## config.mk

```make
export PLATFORM = sky130hd
export DESIGN_NAME = bus_turnaround_ctrl
export DESIGN_NICKNAME = d
export VERILOG_FILES = /design/src/rtl/bus_turnaround_ctrl_pkg.sv /design/src/rtl/bus_turnaround_ctrl.sv
export SDC_FILE = /design/constraint.sdc
export NUM_CORES = 1
export LEC_CHECK = 0
export CAP_MARGIN = 40
export CORE_UTILIZATION = 45
export DETAILED_ROUTE_END_ITERATION = 10
export PLACE_DENSITY = 0.79
export SYNTH_ARGS = -nofsm -noshare
export SYNTH_HDL_FRONTEND = slang
export SYNTH_SLANG_ARGS = --single-unit
```

## constraint.sdc

```tcl
create_clock -name clk -period 3.5 [get_ports clk]
set_input_delay 0.525 -clock clk [delete_from_list [all_inputs] [get_ports clk]]
set_output_delay 0.525 -clock clk [all_outputs]
set_load 0.05 [all_outputs]
```

## src/rtl/bus_turnaround_ctrl_pkg.sv

```systemverilog
// Shared types and constants for the bus turnaround controller.
// Holds the FSM state encoding and the cycle-counter width.
package bus_turnaround_ctrl_pkg;

  localparam int CNT_W = 4;

  typedef enum logic [1:0] {
    IDLE   = 2'd0,
    DRIVE  = 2'd1,
    TURN   = 2'd2,
    SAMPLE = 2'd3
  } state_t;

endpackage

```

## src/rtl/bus_turnaround_ctrl.sv

```systemverilog
// Shared-bus turnaround controller: drives writes, inserts release cycles, samples reads.
// Optional macro BUS_READBACK_CHK_EN adds a sticky bus_err contention flag.
module bus_turnaround_ctrl
  import bus_turnaround_ctrl_pkg::*;
#(
  parameter int WIDTH        = 8,
  parameter int DRIVE_CYCLES = 2,
  parameter int TURN_CYCLES  = 1
) (
  input  logic             clk,
  input  logic             rst,
  input  logic             req_valid,
  output logic             req_ready,
  input  logic             req_write,
  input  logic [WIDTH-1:0] req_data,
  output logic [WIDTH-1:0] bus_out,
  output logic             bus_en,
  input  logic [WIDTH-1:0] bus_in,
`ifdef BUS_READBACK_CHK_EN
  output logic             bus_err,
`endif
  output logic             rsp_valid,
  output logic [WIDTH-1:0] rsp_data
);

  localparam logic [CNT_W-1:0] DRIVE_LAST = CNT_W'(DRIVE_CYCLES - 1);
  localparam logic [CNT_W-1:0] TURN_LAST  = CNT_W'(TURN_CYCLES - 1);

  state_t           state, state_next;
  logic [CNT_W-1:0] cnt, cnt_next;
  logic             is_read;
  logic             accept;

  assign accept    = req_valid && (state == IDLE);
  assign req_ready = (state == IDLE);
  assign bus_en    = (state == DRIVE);

  // NOTE: defaults first so every path assigns every output and no latch is inferred.
  always_comb begin
    state_next = state;
    cnt_next   = cnt;
    unique case (state)
      IDLE: begin
        if (accept) begin
          state_next = req_write ? DRIVE : TURN;
          cnt_next   = req_write ? DRIVE_LAST : TURN_LAST;
        end
      end
      DRIVE: begin
        if (cnt == '0) begin
          state_next = TURN;
          cnt_next   = TURN_LAST;
        end else begin
          cnt_next = cnt - 1'b1;
        end
      end
      TURN: begin
        if (cnt == '0) begin
          state_next = is_read ? SAMPLE : IDLE;
        end else begin
          cnt_next = cnt - 1'b1;
        end
      end
      SAMPLE: state_next = IDLE;
      default: state_next = IDLE;
    endcase
  end

  // NOTE: sequential state uses non-blocking assignments; all registers here are
  // small and reset asynchronously so a mid-transaction rst leaves nothing behind.
  always_ff @(posedge clk or posedge rst) begin
    if (rst) begin
      state     <= IDLE;
      cnt       <= '0;
      is_read   <= 1'b0;
      bus_out   <= '0;
      rsp_valid <= 1'b0;
      rsp_data  <= '0;
    end else begin
      state     <= state_next;
      cnt       <= cnt_next;
      rsp_valid <= (state == SAMPLE);
      if (state == SAMPLE) rsp_data <= bus_in;
      if (accept) begin
        is_read <= !req_write;
        if (req_write) bus_out <= req_data;
      end
    end
  end

`ifdef BUS_READBACK_CHK_EN
  // Readback mismatch while we own the bus means another driver is fighting us.
  always_ff @(posedge clk or posedge rst) begin
    if (rst) begin
      bus_err <= 1'b0;
    end else if ((state == DRIVE) && (bus_in != bus_out)) begin
      bus_err <= 1'b1;
    end
  end
`endif

endmodule

```

==> flow_metrics.py <==
metrics = {
    "synth": {
        "synth_cells": 89,
        "synth.distinct_cells": 27,
        "ys.warnings.count": 0,
        "syn_area_um2": 1136,
        "synth_top_area_share_pct": 52.86,
        "syn_nets": 116,
        "syn_avg_cell_area_um2": 12.77,
        "seq_area_frac_synth_pct": 52.86,
        "ys_ff_latch": 24,
        "synth_area_leader_cell": "dfrtp_1",
        "netlist_top_cells_area": "dfrtp_1 53%, mux2_2 17%, ha_1 7.7%",
    },
    "floorplan": {
        "num_rows": 17,
        "core_area_um2": 2297,
        "die_h_um": 52.25,
        "dieWidth_um": 52.25,
        "die_area_um2": 2730,
        "num_io_pins": 39,
        "start_util_pct": 49.46,
    },
    "finish": {
        "finalNonFillerCells": 158,
        "final_common_cell": "clkdlybuf4s50_1",
        "fin_util_pct": 69.55,
        "final_cell_mix": "38 x clkdlybuf4s50_1, 24 x dfrtp_1, 17 x mux2_2, 9 x inv_1",
        "drive_gt1_share_pct": 20.77,
        "antennaDiodeCount": 0,
        "fin_nets": 159,
        "nFillCells": 161,
        "areaGrowthSynthToFinish_pct": 40.64,
    },
    "power": {
        "vdd_drop_max_v": 0.0006965,
        "switchingPower_w": 0.0008302,
        "sw_frac_of_total_pct": 48.14,
        "power_frac_comb_pct": 65.6,
        "power_density_nw_per_um2": 1079,
        "clockPowerShare_pct": 6.6,
        "power.internal_w": 0.0008944,
        "seqPwrFrac_pct": 27.8,
        "leakagePower_nw": 0.7027,
    },
    "sta": {
        "max_freq_ghz": 0.3897,
        "tns_ns": 0,
        "finalHoldViolations": 0,
        "setup_slack_ns": 0.9338,
        "relSlewSlack_pct": 66.41,
        "drv_slew": 0,
        "fin_worst_hold_slack_ns": 0.4068,
        "setup_viol": 0,
        "skew_ns": 0.003371,
        "fin_crit_ns": 2.566,
        "tightest_slew_ns": 0.5023,
        "rsz0062_at_grt": "no",
        "min_period_over_period_pct": 73.32,
    },
    "status": {
        "status": "completed",
    },
    "worst_setup_path": {
        "critPathLaunchType": "register",
        "worst-path-max-fanout": 7,
        "crit_chain": "inv_1, ha_1, clkdlybuf4s50_1",
        "worstPathRequired_ns": 2.97,
        "critPathTopFamily": "buffers and inverters",
        "slowest_stage": "clkdlybuf4s50_1",
        "critPathBufInv": 2,
        "end_kind": "primary output",
        "cp_slowest_stage_delay_ns": 0.87,
        "worst-setup-path-type": "reg2out",
        "cp.arrival_ns": 2.04,
    },
    "job": {
        "cap_violations": 0,
    },
    "place": {
        "dpl.cell_count": 155,
        "io_buffers": 38,
        "place_ws_ns": 1.293,
        "hpwl_um": 1753,
        "gp_congestion": 0.7586,
    },
    "drt": {
        "drtPass1Iterations": 2,
        "vias_per_cell": 5.108,
        "drtAntennaViolNets": 0,
        "drc_errors": 0,
        "drtIter0Drc": 4,
        "via_count": 807,
        "wl_um": 2224,
        "wl_per_cell_um": 14.08,
    },
    "cts": {
        "hold_buffers": 0,
        "cts-root-buf": "clkbuf_4",
        "numCtsBuffers": 3,
        "cts_tree": "built",
        "cts.sink_count": 24,
        "insertion_delay_ns": 0.30,
        "cts.path.max_buffers": 2,
        "clk_pin_slew_ns": 0.12,
        "h-tree-depth": 1,
        "ctsResizeCount": 0,
        "cts_setup_buffers": 0,
    },
    "global_route": {
        "grt_max_degree": 23,
        "overflow": 0,
        "grt_pass1_wl_um": 3305,
        "antenna_found_initial": 0,
        "grtUsageTotal_pct": 17.37,
        "grt_pass1_vias": 785,
    },
    "min_path": {
        "hp-class": "in2async",
    },
}
-- layout make-up --
class	instances	area [µm²]	share of cell area, %
sequential	24	600.6	37.59
multi-input combinational	55	498.0	31.17
clock buffer	3	22.52	1.410
tap	28	35.03	2.193
inverter	9	33.78	2.114
timing repair buffer	39	407.9	25.53
-- cells by family (layout without fill, tap and decap cells) --
group / Yosys count / in the layout / synth area share (%)
simple gates: 18 / 18 / 8.370
mux: 19 / 19 / 19.05
fa+ha+maj: 7 / 7 / 7.709
buf+inv: 10 / 51 / 3.303
compound gates: 11 / 11 / 8.701
flops: 24 / 24 / 52.86
-- stage by stage --
stage | cell area [µm²] | total power [W]
after floorplan | 1136 | 0.001290
after global routing | 1598 | 0.001825
after detailed placement | 1575 | 0.001625
final | 1598 | 0.001725
after global placement | 1548 | 0.001589
after CTS | 1598 | 0.001739
-- power groups by stage --
stage | Combinational (W) | Clock (W) | Sequential [W]
floorplan | 0.000463 | 0 | 0.000827
global placement | 0.00111 | 0 | 0.000478
detailed placement | 0.00114 | 0 | 0.000488
CTS | 0.00114 | 0.000119 | 0.000481
global route | 0.00120 | 0.000134 | 0.000495
finish | 0.00113 | 0.000114 | 0.000480
-- state kept, by name (all words and copies together), names as in the netlist --
name,cells
bus_out,8
rsp_data,8
is_read,1
rsp_valid,1
state,2
cnt,4
-- per-layer routing --
metal  share of wire [%]  track usage, %  up-vias  wire, µm
met4                0.72           7.895        0        16
met3                 4.5           3.478        2       100
met2                  53           32.69       23      1172
li1                    -               -      396         -
met1                  42           18.34      386       934
met5                   0               0        -         0
-- path summary, 6_finish.rpt --
kind                           from          to  cells past startpoint  slack [ns]
setup / recovery           state[1]      bus_en                      3        0.93
hold / removal                  rst  bus_out[7]                      2        0.41
setup reg to reg           state[0]      cnt[0]                      5        1.69
hold reg to reg              cnt[1]      cnt[1]                      2        0.52
max in group asynchronous       rst      cnt[3]                      3        2.74
min in group clk             cnt[1]      cnt[1]                      2        0.52
-- cells in the mapped netlist --
| master | instances |
|---|---|
| ha_1 | 7 |
| nor2_1 | 2 |
| nand3_1 | 1 |
| mux2_4 | 1 |
| clkbuf_1 | 1 |
| nand2b_1 | 1 |
| nor3_1 | 1 |
| o41ai_1 | 1 |
| a211o_1 | 1 |
| a21oi_2 | 1 |
| o21ai_0 | 1 |
| mux2i_1 | 1 |
| o21ai_2 | 1 |
| o211ai_4 | 1 |
| nor4_1 | 2 |
| dfrtp_1 | 24 |
| nor3b_1 | 2 |
| mux2_2 | 17 |
| a31oi_1 | 1 |
| a21oi_1 | 1 |
| a211o_2 | 1 |
| nand2_1 | 7 |
| inv_1 | 9 |
| or3b_4 | 1 |
| or3_1 | 1 |
| o2111ai_1 | 1 |
| o31ai_1 | 1 |
Note: power is estimated with default switching activity, not from simulation.
